**config.mk**
```make
export PLATFORM = sky130hd
export DESIGN_NAME = req_arb4_ctrl
export DESIGN_NICKNAME = d
export VERILOG_FILES = /design/src/rtl/req_arb4_ctrl.sv
export SDC_FILE = /design/constraint.sdc
export NUM_CORES = 1
export LEC_CHECK = 0
export BUFFER_PORTS_ARGS = -buffer_cell sky130_fd_sc_hd__buf_2
export CELL_PAD_IN_SITES_DETAIL_PLACEMENT = 1
export CELL_PAD_IN_SITES_GLOBAL_PLACEMENT = 1
export CORE_MARGIN = 10
export CORE_UTILIZATION = 33
export DETAILED_ROUTE_END_ITERATION = 7
export PLACE_DENSITY = 0.82
export SLEW_MARGIN = 10
export SYNTH_ARGS = -nofsm -noshare
export SYNTH_HDL_FRONTEND = slang
export SYNTH_SLANG_ARGS = --single-unit
```
**constraint.sdc**
```tcl
create_clock -name clk -period 2.4 [get_ports clk]
set_input_delay 0.36 -clock clk [delete_from_list [all_inputs] [get_ports clk]]
set_output_delay 0.36 -clock clk [all_outputs]
set_load 0.05 [all_outputs]
```
**src/rtl/req_arb4_ctrl.sv**
```systemverilog
// req_arb4_ctrl: four-requester arbiter that shares one W-bit output path.
// Latency: a request is granted one cycle after it is sampled; dout is combinational from the grant registers.
// Backpressure: none. A requester holds req[i] high until it owns the path; contention is bounded by MAX_HOLD.
//
// Ports:
//   clk, rst          single rising-edge clock; synchronous active-high reset
//   req[3:0]          per-source request, held high while source i wants the path
//   mode              0 = fixed priority (index 0 highest), 1 = round-robin
//   din0..din3        source data, W bits each
//   dflt              value driven on dout while nobody owns the path
//   gnt[3:0]          registered one-hot grant (or zero)
//   gnt_id[1:0]       registered owner index, 0 when idle
//   gnt_valid         registered, equals |gnt
//   dout[W-1:0]       din[gnt_id] when gnt_valid, otherwise dflt
module req_arb4_ctrl #(
  parameter int W        = 8,
  parameter int MAX_HOLD = 4
) (
  input  logic         clk,
  input  logic         rst,
  input  logic [3:0]   req,
  input  logic         mode,
  input  logic [W-1:0] din0,
  input  logic [W-1:0] din1,
  input  logic [W-1:0] din2,
  input  logic [W-1:0] din3,
  input  logic [W-1:0] dflt,
  output logic [3:0]   gnt,
  output logic [1:0]   gnt_id,
  output logic         gnt_valid,
  output logic [W-1:0] dout
);

  typedef enum logic {
    IDLE = 1'b0,
    OWN  = 1'b1
  } state_t;

  // Last hold count an owner may reach before it is forced to yield.
  localparam logic [3:0] HOLD_LAST = 4'(MAX_HOLD - 1);

  state_t     state_q,     state_d;
  logic [3:0] gnt_q,       gnt_d;
  logic [1:0] gnt_id_q,    gnt_id_d;
  logic       gnt_valid_q, gnt_valid_d;
  logic [3:0] hold_q,      hold_d;
  logic [1:0] ptr_q,       ptr_d;

  logic [3:0] others;
  logic       own_req;
  logic [2:0] pick_res;
  logic       pick_found;
  logic [1:0] pick_idx;

  // Arbitration: returns {found, index}. Candidates in excl_mask are skipped.
  // Fixed priority scans 0..3; round-robin scans ptr+1, ptr+2, ... so the
  // most recent owner is considered last.
  function automatic logic [2:0] pick(
    input logic [3:0] r,
    input logic [3:0] excl_mask,
    input logic       rr,
    input logic [1:0] ptr
  );
    logic [3:0] cand;
    logic       found;
    logic [1:0] idx;
    logic [1:0] c;
    cand  = r & ~excl_mask;
    found = 1'b0;
    idx   = 2'd0;
    for (int o = 0; o < 4; o++) begin
      c = rr ? (ptr + 2'(o + 1)) : 2'(o);
      if (!found && cand[c]) begin
        found = 1'b1;
        idx   = c;
      end
    end
    return {found, idx};
  endfunction

  // The current owner is always excluded from the pick. In IDLE gnt_q is
  // zero, so the same evaluation serves both the idle grant and hand-overs.
  assign others     = req & ~gnt_q;
  assign own_req    = |(req & gnt_q);
  assign pick_res   = pick(req, gnt_q, mode, ptr_q);
  assign pick_found = pick_res[2];
  assign pick_idx   = pick_res[1:0];

  always_comb begin
    state_d     = state_q;
    gnt_d       = gnt_q;
    gnt_id_d    = gnt_id_q;
    gnt_valid_d = gnt_valid_q;
    hold_d      = hold_q;
    ptr_d       = ptr_q;

    unique case (state_q)
      IDLE: begin
        if (pick_found) begin
          state_d     = OWN;
          gnt_d       = 4'b0001 << pick_idx;
          gnt_id_d    = pick_idx;
          gnt_valid_d = 1'b1;
          hold_d      = 4'd0;
          ptr_d       = pick_idx;
        end
      end

      OWN: begin
        if (!own_req) begin
          // Release: hand over directly when someone else waits, so there
          // is no idle bubble between owners.
          if (pick_found) begin
            gnt_d       = 4'b0001 << pick_idx;
            gnt_id_d    = pick_idx;
            gnt_valid_d = 1'b1;
            hold_d      = 4'd0;
            ptr_d       = pick_idx;
          end else begin
            state_d     = IDLE;
            gnt_d       = 4'b0000;
            gnt_id_d    = 2'd0;
            gnt_valid_d = 1'b0;
            hold_d      = 4'd0;
          end
        end else if (|others) begin
          // Contended: the owner keeps the path for at most MAX_HOLD cycles.
          if (hold_q >= HOLD_LAST) begin
            gnt_d       = 4'b0001 << pick_idx;
            gnt_id_d    = pick_idx;
            gnt_valid_d = 1'b1;
            hold_d      = 4'd0;
            ptr_d       = pick_idx;
          end else begin
            hold_d = 4'(hold_q + 4'd1);
          end
        end else begin
          // Uncontested owner never times out.
          hold_d = 4'd0;
        end
      end

      default: begin
        state_d     = IDLE;
        gnt_d       = 4'b0000;
        gnt_id_d    = 2'd0;
        gnt_valid_d = 1'b0;
        hold_d      = 4'd0;
      end
    endcase
  end

  always_ff @(posedge clk) begin
    if (rst) begin
      state_q     <= IDLE;
      gnt_q       <= 4'b0000;
      gnt_id_q    <= 2'd0;
      gnt_valid_q <= 1'b0;
      hold_q      <= 4'd0;
      // Pointer at 3 makes index 0 the first round-robin candidate.
      ptr_q       <= 2'd3;
    end else begin
      state_q     <= state_d;
      gnt_q       <= gnt_d;
      gnt_id_q    <= gnt_id_d;
      gnt_valid_q <= gnt_valid_d;
      hold_q      <= hold_d;
      ptr_q       <= ptr_d;
    end
  end

  assign gnt       = gnt_q;
  assign gnt_id    = gnt_id_q;
  assign gnt_valid = gnt_valid_q;

  always_comb begin
    dout = dflt;
    if (gnt_valid_q) begin
      unique case (gnt_id_q)
        2'd0:    dout = din0;
        2'd1:    dout = din1;
        2'd2:    dout = din2;
        default: dout = din3;
      endcase
    end
  end

  a_gnt_onehot0: assert property (@(posedge clk) disable iff (rst) $onehot0(gnt_q));
  a_gnt_valid:   assert property (@(posedge clk) disable iff (rst) gnt_valid_q == (|gnt_q));
  a_gnt_id:      assert property (@(posedge clk) disable iff (rst) gnt_valid_q |-> gnt_q[gnt_id_q]);
  a_gnt_id_idle: assert property (@(posedge clk) disable iff (rst) !gnt_valid_q |-> (gnt_id_q == 2'd0));
  a_hold_bound:  assert property (@(posedge clk) disable iff (rst) hold_q <= HOLD_LAST);

endmodule

```
; ---- Yosys cells after proc, flatten, opt, wreduce, memory -nomap -nowiden
; Index checks and enable logic that the tools add are counted.
[totals]
word_cells = 86
input_bits = 47
ff_bits = 14
out_inout_bits = 15
[classes]
reduce_logical = 11
magnitude_cmp = 5
n_eq_ne = 5
shift = 1
addsub = 4
mux = 50
bitwise_logic = 4
[ops]
columns = operator, n
row1 = 4-bit 2-to-1 mux, 9
row2 = 2-bit 2-to-1 mux, 15
row3 = 8-bit one-hot mux with 3 select lines, 1
row4 = 4-bit one-hot mux with 2 select lines, 2
row5 = 1-bit 2-to-1 mux, 14
row6 = "2-bit by 3-bit < comparator with 1-bit output, second input constant", 4
row7 = 4-bit AND, 2
row8 = 1-bit binary-select mux with 2-bit select, 4
row9 = 8-bit 2-to-1 mux, 1
row10 = 2-bit one-hot mux with 2 select lines, 2
row11 = 4-bit OR reduction, 2
row12 = "3-bit by 2-bit != test with 1-bit output, second input constant", 2
row13 = "2-bit adder, second input constant", 2
row14 = "4-bit by 1-bit adder with 4-bit output, second input constant", 1
row15 = "4-bit by 2-bit greater-or-equal comparator with 1-bit output, second input constant", 1
row16 = 4-bit NOT, 1
row17 = 1-bit one-hot mux with 2 select lines, 2
row18 = "1-bit by 2-bit << shifter with 4-bit output, first input constant", 1
row19 = 1-bit logical AND, 3
row20 = 1-bit logical NOT, 3
row21 = 3-bit AND reduction, 1
row22 = "2-bit by 1-bit adder with 2-bit output, second input constant", 1
row23 = "2-bit by 1-bit equality test with 1-bit output, second input constant", 1
row24 = "2-bit equality test, second input constant", 1
row25 = 4 further kinds, 4

; ---- Logic depth before layout (Yosys ltp)
[logic_depth]
ltp_word = 19
depth_mapped = 7
ltp_nobuf = 6

; ---- Least setup slack after synthesis
; Ideal clock, no wire load.
[synth_path]
path_kind = reg2out
startpoint = reg gnt_id_q[0] (netlist: gnt_id[0])
endpoint = out dout[0]
arrival_time_ps = 1866
n_path_buf = 1
path_slack_ps = 174
t_required_ps = 2040
stages_incl_launch_ff = 4
path_cell_list = dfxtp_1 > buf_2 > mux4_2 > mux2_2
[synth_between]
elab_chain_len = 3
elab_cells_between_ends = 5
classes_between = 2 x eq/ne / 2 x mux / 1 x reduce/logical
[synth_rtl]
columns = element, line
row1 = from (decl), 44  ; logic [1:0] gnt_id_q, gnt_id_d;
row2 = from (signal assigned), 165  ; gnt_id_q <= gnt_id_d;
row3 = 2-bit equality test (tied with other cells), 179  ; unique case (gnt_id_q)
row4 = 8-bit one-hot mux with 3 select lines *, 179
row5 = 8-bit 2-to-1 mux *, 178  ; if (gnt_valid_q) begin
row6 = to (decl), 31  ; output logic [W-1:0] dout
; Mark *: on every way between the ends. The rest lies on a longest branch, timed or not.

; ---- Worst setup path after layout
[layout_path]
startpoint = reg gnt_id_q[0] (netlist: gnt_id[0])
endpoint = out dout[4]
; Same word-level chain as after synthesis.

==> results.cfg <==
[power]
power_w = 0.00119
leakage_nw = 0.630
p_per_area_nw_per_um2 = 844
ir_drop_v = 0.000442

[setup_path]
crit_path_start_kind = flip-flop
r2r_start = gnt[2]
r2r_slack_ns = 0.53
crit_path_start = gnt_id[0]
reg2reg_depth = 5
critPathRequiredTime_ns = 2.04
r2r-end = gnt[1]
worstSetupPathType = reg -> out
cp_max_fo = 10
worst_setup_path_end_kind = output pin
crit_end = dout[4]
crit_arrival_ns = 1.86

[yosys]
synth_area_um2 = 1040
ys_warn_count = 0
ys_seq_area_share_pct = 26.8
synth-seq-cells = 14
ys_types = 37
syn-instance-count = 105
synth_fp_nets = 153
syn_avg_cell_area_um2 = 9.95

[finish]
layout-drive-gt1-share_pct = 53.7
layout_commonest_cell = buf_2
antenna_cells = 0
finalInstanceArea_um2 = 1410
nets = 213
final_cell_mix = buf_2 (61), dfxtp_1 (13), mux4_2 (8), mux2_2 (8), nor2_1 (7)
area_growth_pct = 34.9

[route]
top_layer = met4
firstDrtPassIters = 4
route.met2.wl_mm = 1.83
drt_wl_total_mm = 3.91
wl_met1_mm = 1.69
remaining_drc_errors = 0
routed_via_density = 5.34
route.met3.wl_um = 334
ant_nets = 0
vias = 1110
drt-initial-drc-count = 19
avgRoutedWirePerCell_um = 18.8

[outcome]
status = completed

[sta]
rsz0062_at_grt = no
setup_viol = 0
fmax_mhz = 451
slew_viol_final = 0
fin_skew_ns = 0.00653
finalCriticalPeriod_ns = 2.22
final_hold_viol_count = 0
slew_headroom_pct = 58.8
hold_ws_ns = 0.388
tightest_slew_ns = 0.616
fin_crit_sh_pct = 92.4
fin_tns_setup_ns = 0

[global_routing]
grt_overflow = 0
grt_pass1_vias = 1209
grt_max_degree = 11
grt_pass1_wl_mm = 6.51
grt_antenna_before_repair = 0
track_usage_pct = 13.6

[clock_tree]
clock-root-buffer = clkbuf_4
clock-sinks = 14
cts_buffers = 3
clk_pin_slew_ns = 0.09
cts_tree = done
h-tree-depth = 1
clk_path_buf_depth = 2
clock_latency_ns = 0.29
cts_setup_buffers = 0

[die]
dieHeight_um = 76.3
core_um2 = 3050
start_util_pct = 34.2
floorplan.die_area_um2 = 5820
ios = 62
die_w_um = 76.3
rows = 20

[hold_path]
min_path_type = in -> reg
min_from = rst

[flow_run]
drv_cap = 0

[place]
dp_hpwl_mm = 3.33
post_dp_cell_area_um2 = 1370
place_congestion = 0.782
port_buffers = 61
==> metal layers <==
metal	up-vias	GRT usage (%)
met5	-	0
met4	0	4.46
met3	4	4.83
met2	58	23.0
met1	522	15.6
li1	526	-
==> synthesized netlist by cell type <==
master / count / area (µm²)
a2111o_1: 1 / 11.3
a211oi_2: 1 / 12.5
a21boi_1: 1 / 7.51
a21o_1: 2 / 15.0
a21oi_1: 6 / 30.0
a22o_1: 1 / 8.76
a22oi_1: 3 / 22.5
a32o_1: 4 / 40.0
a32oi_1: 1 / 8.76
and2_1: 3 / 18.8
and3_1: 1 / 6.26
buf_1: 1 / 3.75
buf_2: 2 / 10.0
buf_6: 1 / 11.3
clkbuf_1: 1 / 3.75
clkbuf_2: 1 / 5.00
dfxtp_1: 14 / 280
ha_1: 1 / 12.5
inv_1: 2 / 7.51
mux2_2: 8 / 90.1
mux4_2: 8 / 180
nand2_1: 6 / 22.5
nand2b_1: 4 / 25.0
nand3_1: 4 / 20.0
nand3b_1: 3 / 22.5
nor2_1: 7 / 26.3
nor2_4: 1 / 11.3
nor2b_1: 3 / 18.8
nor2b_2: 3 / 26.3
nor4_1: 2 / 12.5
nor4_4: 1 / 21.3
o21ai_0: 2 / 10.0
o22ai_1: 1 / 6.26
o31ai_1: 2 / 15.0
o41ai_1: 1 / 8.76
or2_1: 1 / 6.26
or3_1: 1 / 6.26
==> what timing repair did <==
item	4_1_cts	5_1_grt
setup endpoints to repair	8	0
hold buffers	0	0
gates resized for setup	1	0
==> stage by stage <==
stage          utilization [%]  std cells  setup slack (ns)
3_5_place_dp              44.9        204             0.270
3_3_place_gp              44.9        204             0.345
6_report                  46.1        208             0.182
2_1_floorplan                -        105             0.174
5_1_grt                   46.1        208            0.0898
4_1_cts                   46.1        208             0.156
==> cell families after synthesis <==
family	synth area share (%)
simple gates	23.4
compound gates	18.8
mux	25.9
flops	26.8
buf+inv	3.95
fa+ha+maj	1.20
==> critical path: stages (launching register included) <==
cell and delay, ns:
dfxtp_2 0.52, mux4_2 0.55, mux2_2 0.29, buf_2 0.21
==> worst min-delay path by stage <==
stage                      to  slack (ns)  depth (start not counted)
floorplan           hold_q[2]        0.42                          1
global placement    hold_q[3]        0.44                          1
detailed placement  hold_q[2]        0.44                          1
CTS                 gnt_id[1]        0.38                          2
global route          state_q        0.38                          2
finish                state_q        0.39                          2
==> final cells by class <==
type                            count  area (µm²)
Timing Repair Buffer               61         305
Sequential cell                    14         282
Clock buffer                        4        36.3
Fill cell                         392        1640
Tap cell                           44        55.1
Multi-Input combinational cell     83         723
Inverter                            2        7.51
==> power breakdown <==
part / total [W] / switching [W] / internal [W] / leakage, nW
clock: 0.000176 / 0.0000831 / 0.0000925 / 0.0210
combinational: 0.000656 / 0.000407 / 0.000248 / 0.494
sequential: 0.000358 / 0.0000837 / 0.000274 / 0.116
==> flip-flops by register name, summed over array words and instances (netlist names) <==
register	flops
ptr_q	2
hold_q	4
gnt_id	2
gnt	4
gnt_valid	1
state_q	1
Power figures use the tool's default switching activity.
